<file path="src/rtl/servo_pwm_multi.sv">
// Multi-channel hobby-servo PWM generator with debounced push-button position control.
// One shared frame counter; each channel's pulse width changes only at frame boundaries.
module servo_pwm_multi #(
  parameter int NUM_CH       = 2,
  parameter int CNT_W        = 20,
  parameter int PERIOD_CNT   = 1_000_000,
  parameter int MIN_CNT      = 50_000,
  parameter int MAX_CNT      = 100_000,
  parameter int CENTER_CNT   = 75_000,
  parameter int STEP_CNT     = 5_000,
  parameter int DEBOUNCE_CNT = 500_000,
  parameter bit BTN_ACT_LOW  = 1'b1
) (
  input  logic                    clk,
  input  logic                    rst,
  input  logic                    enable,
  input  logic [NUM_CH-1:0]       btn_inc,
  input  logic [NUM_CH-1:0]       btn_dec,
  output logic [NUM_CH-1:0]       servo,
  output logic                    frame_start,
  output logic [NUM_CH*CNT_W-1:0] pos
);

  localparam int NB   = 2 * NUM_CH;
  localparam int DB_W = $clog2(DEBOUNCE_CNT + 1);

  localparam logic [CNT_W-1:0] PERIOD_LAST = CNT_W'(PERIOD_CNT - 1);
  localparam logic [CNT_W-1:0] CENTER_V    = CNT_W'(CENTER_CNT);
  localparam logic [CNT_W-1:0] MIN_V       = CNT_W'(MIN_CNT);
  localparam logic [CNT_W-1:0] MAX_V       = CNT_W'(MAX_CNT);
  localparam logic [CNT_W-1:0] STEP_V      = CNT_W'(STEP_CNT);
  localparam logic [CNT_W:0]   MIN_X       = (CNT_W+1)'(MIN_CNT);
  localparam logic [CNT_W:0]   MAX_X       = (CNT_W+1)'(MAX_CNT);
  localparam logic [CNT_W:0]   STEP_X      = (CNT_W+1)'(STEP_CNT);
  localparam logic [DB_W-1:0]  DB_LAST     = DB_W'(DEBOUNCE_CNT - 1);

  if (NUM_CH < 1 || STEP_CNT < 1 || DEBOUNCE_CNT < 1 ||
      MIN_CNT > CENTER_CNT || CENTER_CNT > MAX_CNT || MAX_CNT >= PERIOD_CNT ||
      longint'(PERIOD_CNT) > (longint'(1) << CNT_W)) begin : g_illegal_params
    $error("servo_pwm_multi: illegal parameter combination");
  end

  // Saturating step up/down, evaluated one bit wider so neither bound can wrap.
  function automatic logic [CNT_W-1:0] sat_inc(input logic [CNT_W-1:0] v);
    logic [CNT_W:0] s;
    s = {1'b0, v} + STEP_X;
    if (s > MAX_X) return MAX_V;
    return s[CNT_W-1:0];
  endfunction

  function automatic logic [CNT_W-1:0] sat_dec(input logic [CNT_W-1:0] v);
    if ({1'b0, v} < MIN_X + STEP_X) return MIN_V;
    return v - STEP_V;
  endfunction

  logic [CNT_W-1:0] cnt;
  logic [CNT_W-1:0] tgt [NUM_CH];
  logic [CNT_W-1:0] act [NUM_CH];
  logic [NB-1:0]    raw, sync_p0, sync_p1, db, press;
  logic [DB_W-1:0]  dcnt [NB];

  // Frame counter, free-running regardless of enable
  always_ff @(posedge clk) begin
    if (rst || cnt == PERIOD_LAST) cnt <= '0;
    else                           cnt <= cnt + CNT_W'(1);
  end

  assign frame_start = (cnt == '0) && !rst;

  // Button stage p0/p1: two-flop synchroniser, normalised so 1 means pressed
  assign raw = {btn_dec, btn_inc} ^ {NB{BTN_ACT_LOW}};

  always_ff @(posedge clk) begin
    if (rst) begin
      sync_p0 <= '0;
      sync_p1 <= '0;
    end else begin
      sync_p0 <= raw;
      sync_p1 <= sync_p0;
    end
  end

  // Debounce stage: accept a new level only after DEBOUNCE_CNT consecutive disagreeing cycles
  always_ff @(posedge clk) begin
    for (int b = 0; b < NB; b++) begin
      if (rst) begin
        db[b]   <= 1'b0;
        dcnt[b] <= '0;
      end else if (sync_p1[b] == db[b]) begin
        dcnt[b] <= '0;
      end else if (dcnt[b] == DB_LAST) begin
        db[b]   <= sync_p1[b];
        dcnt[b] <= '0;
      end else begin
        dcnt[b] <= dcnt[b] + DB_W'(1);
      end
    end
  end

  always_comb begin
    press = '0;
    for (int b = 0; b < NB; b++)
      press[b] = sync_p1[b] && !db[b] && (dcnt[b] == DB_LAST);
  end

  // Target/commit stage: bits [NUM_CH-1:0] of press are inc, upper half are dec
  always_ff @(posedge clk) begin
    for (int i = 0; i < NUM_CH; i++) begin
      if (rst) begin
        tgt[i] <= CENTER_V;
        act[i] <= CENTER_V;
      end else begin
        if (press[i] && !press[NUM_CH+i])      tgt[i] <= sat_inc(tgt[i]);
        else if (!press[i] && press[NUM_CH+i]) tgt[i] <= sat_dec(tgt[i]);
        if (cnt == PERIOD_LAST)                act[i] <= tgt[i];
      end
    end
  end

  // Output stage: registered compare, so the rising edge trails cnt==0 by one cycle
  always_ff @(posedge clk) begin
    if (rst) begin
      servo <= '0;
    end else begin
      for (int i = 0; i < NUM_CH; i++)
        servo[i] <= enable && (cnt < act[i]);
    end
  end

  always_comb begin
    pos = '0;
    for (int i = 0; i < NUM_CH; i++)
      pos[i*CNT_W +: CNT_W] = act[i];
  end

endmodule

</file>
<file path="config.mk">
export PLATFORM = sky130hd
export DESIGN_NAME = servo_pwm_multi
export DESIGN_NICKNAME = d
export VERILOG_FILES = /design/src/rtl/servo_pwm_multi.sv
export SDC_FILE = /design/constraint.sdc
export NUM_CORES = 1
export LEC_CHECK = 0
export BUFFER_PORTS_ARGS = -buffer_cell sky130_fd_sc_hd__buf_2
export CORE_ASPECT_RATIO = 1.4
export CORE_MARGIN = 2
export CORE_UTILIZATION = 60
export DETAILED_ROUTE_END_ITERATION = 12
export HOLD_SLACK_MARGIN = 0.03
export PLACE_DENSITY = 0.78
export SLEW_MARGIN = 5
export SYNTH_ARGS = -nofsm -noshare
export SYNTH_HDL_FRONTEND = slang
export SYNTH_SLANG_ARGS = --single-unit
</file>
<file path="constraint.sdc">
create_clock -name clk -period 5.8 [get_ports clk]
set_input_delay 1.74 -clock clk [delete_from_list [all_inputs] [get_ports clk]]
set_output_delay 1.74 -clock clk [all_outputs]
set_load 0.01 [all_outputs]
</file>
# After elaboration in Yosys (flattened, before gate mapping)

Memories as Yosys holds them, arrays and structs flattened.
Index checks and enable logic that the tools add are counted.

Add/sub/neg operators: 9
$lt $le $gt $ge: 6
Equality and inequality tests: 9
Multiplexer cells: 113
Bitwise gates (word level): 23
Reductions and logical operators: 30

Operators by type and width:

| kind                     | count |
|---|---|
| $mux W20                 | 24 |
| $mux W19                 | 12 |
| $mux W1                  | 77 |
| $add A19 B1 Y19 const B  | 4 |
| $eq A19 B19 Y1 const B   | 4 |
| $add A20 B13 Y21 const B | 2 |
| $gt A21 B17 Y1 const B   | 2 |
| $lt A20 B16 Y1 const B   | 2 |
| $lt A20 B20 Y1           | 2 |
| $sub A20 B13 Y20 const B | 2 |
| $add A20 B1 Y20 const B  | 1 |
| $eq A20 B20 Y1 const B   | 1 |
| $logic_not A20 Y1        | 1 |
| $or A1 B1 Y1             | 18 |
| $logic_and A1 B1 Y1      | 15 |
| $logic_not A1 Y1         | 9 |
| $reduce_and A2 Y1        | 4 |
| $eq A1 B1 Y1             | 4 |
| $not A1 Y1               | 4 |
| $not A4 Y4               | 1 |
| $logic_or A1 B1 Y1       | 1 |

Register bits: 34
Bits in writable memories: 156
Input bits: 7
Output and inout port bits: 43
Memories kept: 3

Memories:

| memory | depth | width | rd ports | clocked after memory_dff | write ports | RTL line | RTL |
|---|---|---|---|---|---|---|---|
| dcnt   | 4     | 19    | 4        | 0                        | 4           | 60       | `logic [DB_W-1:0] dcnt [NB];` |
| act    | 2     | 20    | 2        | 0                        | 2           | 58       | `logic [CNT_W-1:0] act [NUM_CH];` |
| tgt    | 2     | 20    | 2        | 0                        | 2           | 57       | `logic [CNT_W-1:0] tgt [NUM_CH];` |

# Longest topological paths before layout

Word-level depth: 13
Gate-level depth with buffers: 12
Depth with buffers taken out: 10

# Worst setup path before layout

Ideal clock, no wire load.

Kind: input port to output port
Start: input rst
End: output frame_start
Arrival time: 2740 ps
Slack: 1320 ps
Stages: 4
Cell sequence: clkbuf_1 -> clkbuf_1 -> or4_1 -> nor3_1

Word-level cells in the longest chain between the ends: 2

RTL lines:

| element             | RTL line | RTL |
|---|---|---|
| start, declared     | 15       | `input logic rst,` |
| $logic_not A1 Y1    | 68       | `assign frame_start = (cnt == '0) && !rst;` |
| $logic_and A1 B1 Y1 | 68       |  |
| end, declared       | 20       | `output logic frame_start,` |

No other way between the ends.

# Worst setup path after layout

Same ends and word-level chain as after synthesis.

==> metrics.txt <==
Seq/Total Area, Yosys between 40 and 50%; DRT Pass-1 Iters 5; total wire length 23100 um; Pwr Density around 220 mW/mm^2; Slew Limit Fails 0; Yosys reg bits 178; Sink Count 178; Post-route DRC 0; core footprint 0.0179 mm^2; Total GRT Usage between 20 and 25%; Post-synth top cells edfxtp_1 (144), nor2_1 (143), nand2_1 (78), inv_1 (69), xor2_1 (66); CTS tree built; crit-path max FO 2; DRT iter0 DRCs approximately 640; Worst VDD drop 0.000211 V; Mapped Cells 1136; Mapped Area ~0.011 mm^2; setup violators final 0; Fmax approximately 0.23 GHz; YS warnings 0; layout cells sized above 1 8.10%; Worst setup EP type primary output; per-cell routed wire length 15.7 um; Fillers 1501; area leader, netlist edfxtp_1; Max Cap Viol 0; largest cells by area after synthesis edfxtp_1 (40%), dfxtp_1 (6.2%), ha_1 (5.5%); # IOs 50; Initial Util between 60% and 70%; hold_buf cts 0; Vias/cell 5.88; Num CTS Buffers 17; CTS resizes 0; Post-DP Area approximately 0.012 mm^2; Final Instance Area 0.0120 mm^2; status finished, final reports clean; chip width 118 um; P_leak approximately 4.7 nW; dpl cells 1442; worst skew pair latency 0.44 ns; DP Wirelength about 17000 um; Post-synth EDFFs 144; CTS clk-pin slew, worst paths 0.06 ns; Setup CP Type in2out; Yosys cell types a little over 80; Max-slew headroom 24.2%; Std-Cell Rows 58; initial antenna violation count 0; DRT antenna net count 0; final clock skew ~0.01 ns; count of buffers from port buffering 43; setup bufs post-CTS 0; Async S/R FF share, synth 0%; top_reg_cell synth edfxtp_1; Final GP Congestion 0.885; Period minus WS final 4.40 ns; post-synth top area share between 30% and 40%; full die area 0.0194 mm^2; Die Height 164 um; Data required, critical path between 4 and 5 ns; count leader, synth edfxtp_1; hold slack 0.445 ns; Final Non-Filler Cells 1474; measured slew at the worst slew-check pin approximately 1.1 ns; Nets 1276; first-pass GRT wire length approximately 40000 um; number of diodes 0; global route overflow 0; total number of vias just under 9000; area grow syn2layout 9.96%; CTS Root Cell clkbuf_16; Critical Path Start Type input pin; hold crit path type reg2reg; largest net degree at the start of global routing 55; mean area per synthesized cell 9.64 um^2; final hold viol count 0; RSZ-0062 raised after global routing false; final worst-path cycle share 75.9%; Final TNS setup 0 ns; CP arrival 2.66 ns; clk buf depth 2; H-Tree Depth 4; vias in the first global route 8256
==> sequential cells by signal, indices dropped and copies added (netlist names) <==
name,cells
act,34
cnt,20
db,4
dcnt,76
servo,2
sync_p0,4
sync_p1,4
tgt,34
==> where the power goes <==
| part | internal, mW | switching, mW |
|---|---|---|
| registers | 1.42 | 0.0494 |
| clock network | 0.554 | 0.503 |
| logic | 0.0546 | 0.0902 |
==> final cells by class <==
cell class	instances	area, um^2	share of cell area [%]
multi-input cells	909	5700	47.4
flip-flops and latches	178	5000	41.6
clock buffers	18	429	3.57
well taps	240	300	2.50
inverters	69	259	2.15
repair buffers	46	238	1.98
clock inverters	14	104	0.863
==> cells in the final DEF (no fill, tap or decap), types with 18 or more instances in the layout <==
cell | synthesis | layout
xor2_1 | 66 | 66
conb_1 | 2 | 82
xnor2_1 | 33 | 33
a21oi_1 | 51 | 51
nand4_1 | 19 | 19
inv_1 | 69 | 69
and2_1 | 26 | 26
nand2_1 | 78 | 78
and3_1 | 28 | 28
o21ai_0 | 34 | 34
nor2_1 | 143 | 143
edfxtp_1 | 144 | 144
or3_1 | 18 | 18
ha_1 | 48 | 48
dfxtp_1 | 34 | 34
buf_2 | 13 | 43
nor3_1 | 18 | 18
nand3_1 | 62 | 62
==> critical path, stage by stage <==
cell	delay, ns
buf_2	0.13
or4_1	0.40
nor3_1	0.20
buf_2	0.18
==> path summary, 6_finish.rpt <==
check	start	endpoint	slack, ns	cells past startpoint
setup / recovery	rst	frame_start	1.40	4
hold / removal	sync_p0[3]$_SDFF_PP0_	sync_p1[3]$_SDFF_PP0_	0.45	1
setup reg to reg	tgt[0][3]$_DFFE_PP_	tgt[0][16]$_DFFE_PP_	2.12	9
hold reg to reg	sync_p0[3]$_SDFF_PP0_	sync_p1[3]$_SDFF_PP0_	0.45	1
==> cells by family after synthesis <==
logic type / count (synthesis) / synth area share [%]
DFF: 178 / 45.7
adders and majority gates: 48 / 5.49
and+or+nand+nor: 473 / 22.3
xor gates and xnor gates: 99 / 7.92
AOI/OAI and AO/OA: 201 / 13.0
muxes: 6 / 0.560
other: 2 / 0.0686
buffers and inverters: 129 / 4.96
==> stage by stage <==
step | setup slack [ns] | utilization (%) | total power, mW
after CTS | 1.41 | 67.1 | 2.68
final | 1.40 | 67.1 | 2.67
after floorplan | 1.32 | - | 1.60
after global placement | 1.41 | 64.2 | 1.63
after global routing | 1.37 | 67.1 | 2.76
after detailed placement | 1.41 | 64.2 | 1.63
==> per-layer routing <==
metal,vias up,GRT usage (%),wire (um)
li1,4188,-,-
met1,4129,27.7,9120
met2,288,46.0,12300
met3,66,4.24,1010
met4,0,10.8,733
met5,-,0,0
No activity file was read; power rests on OpenSTA's default activity.
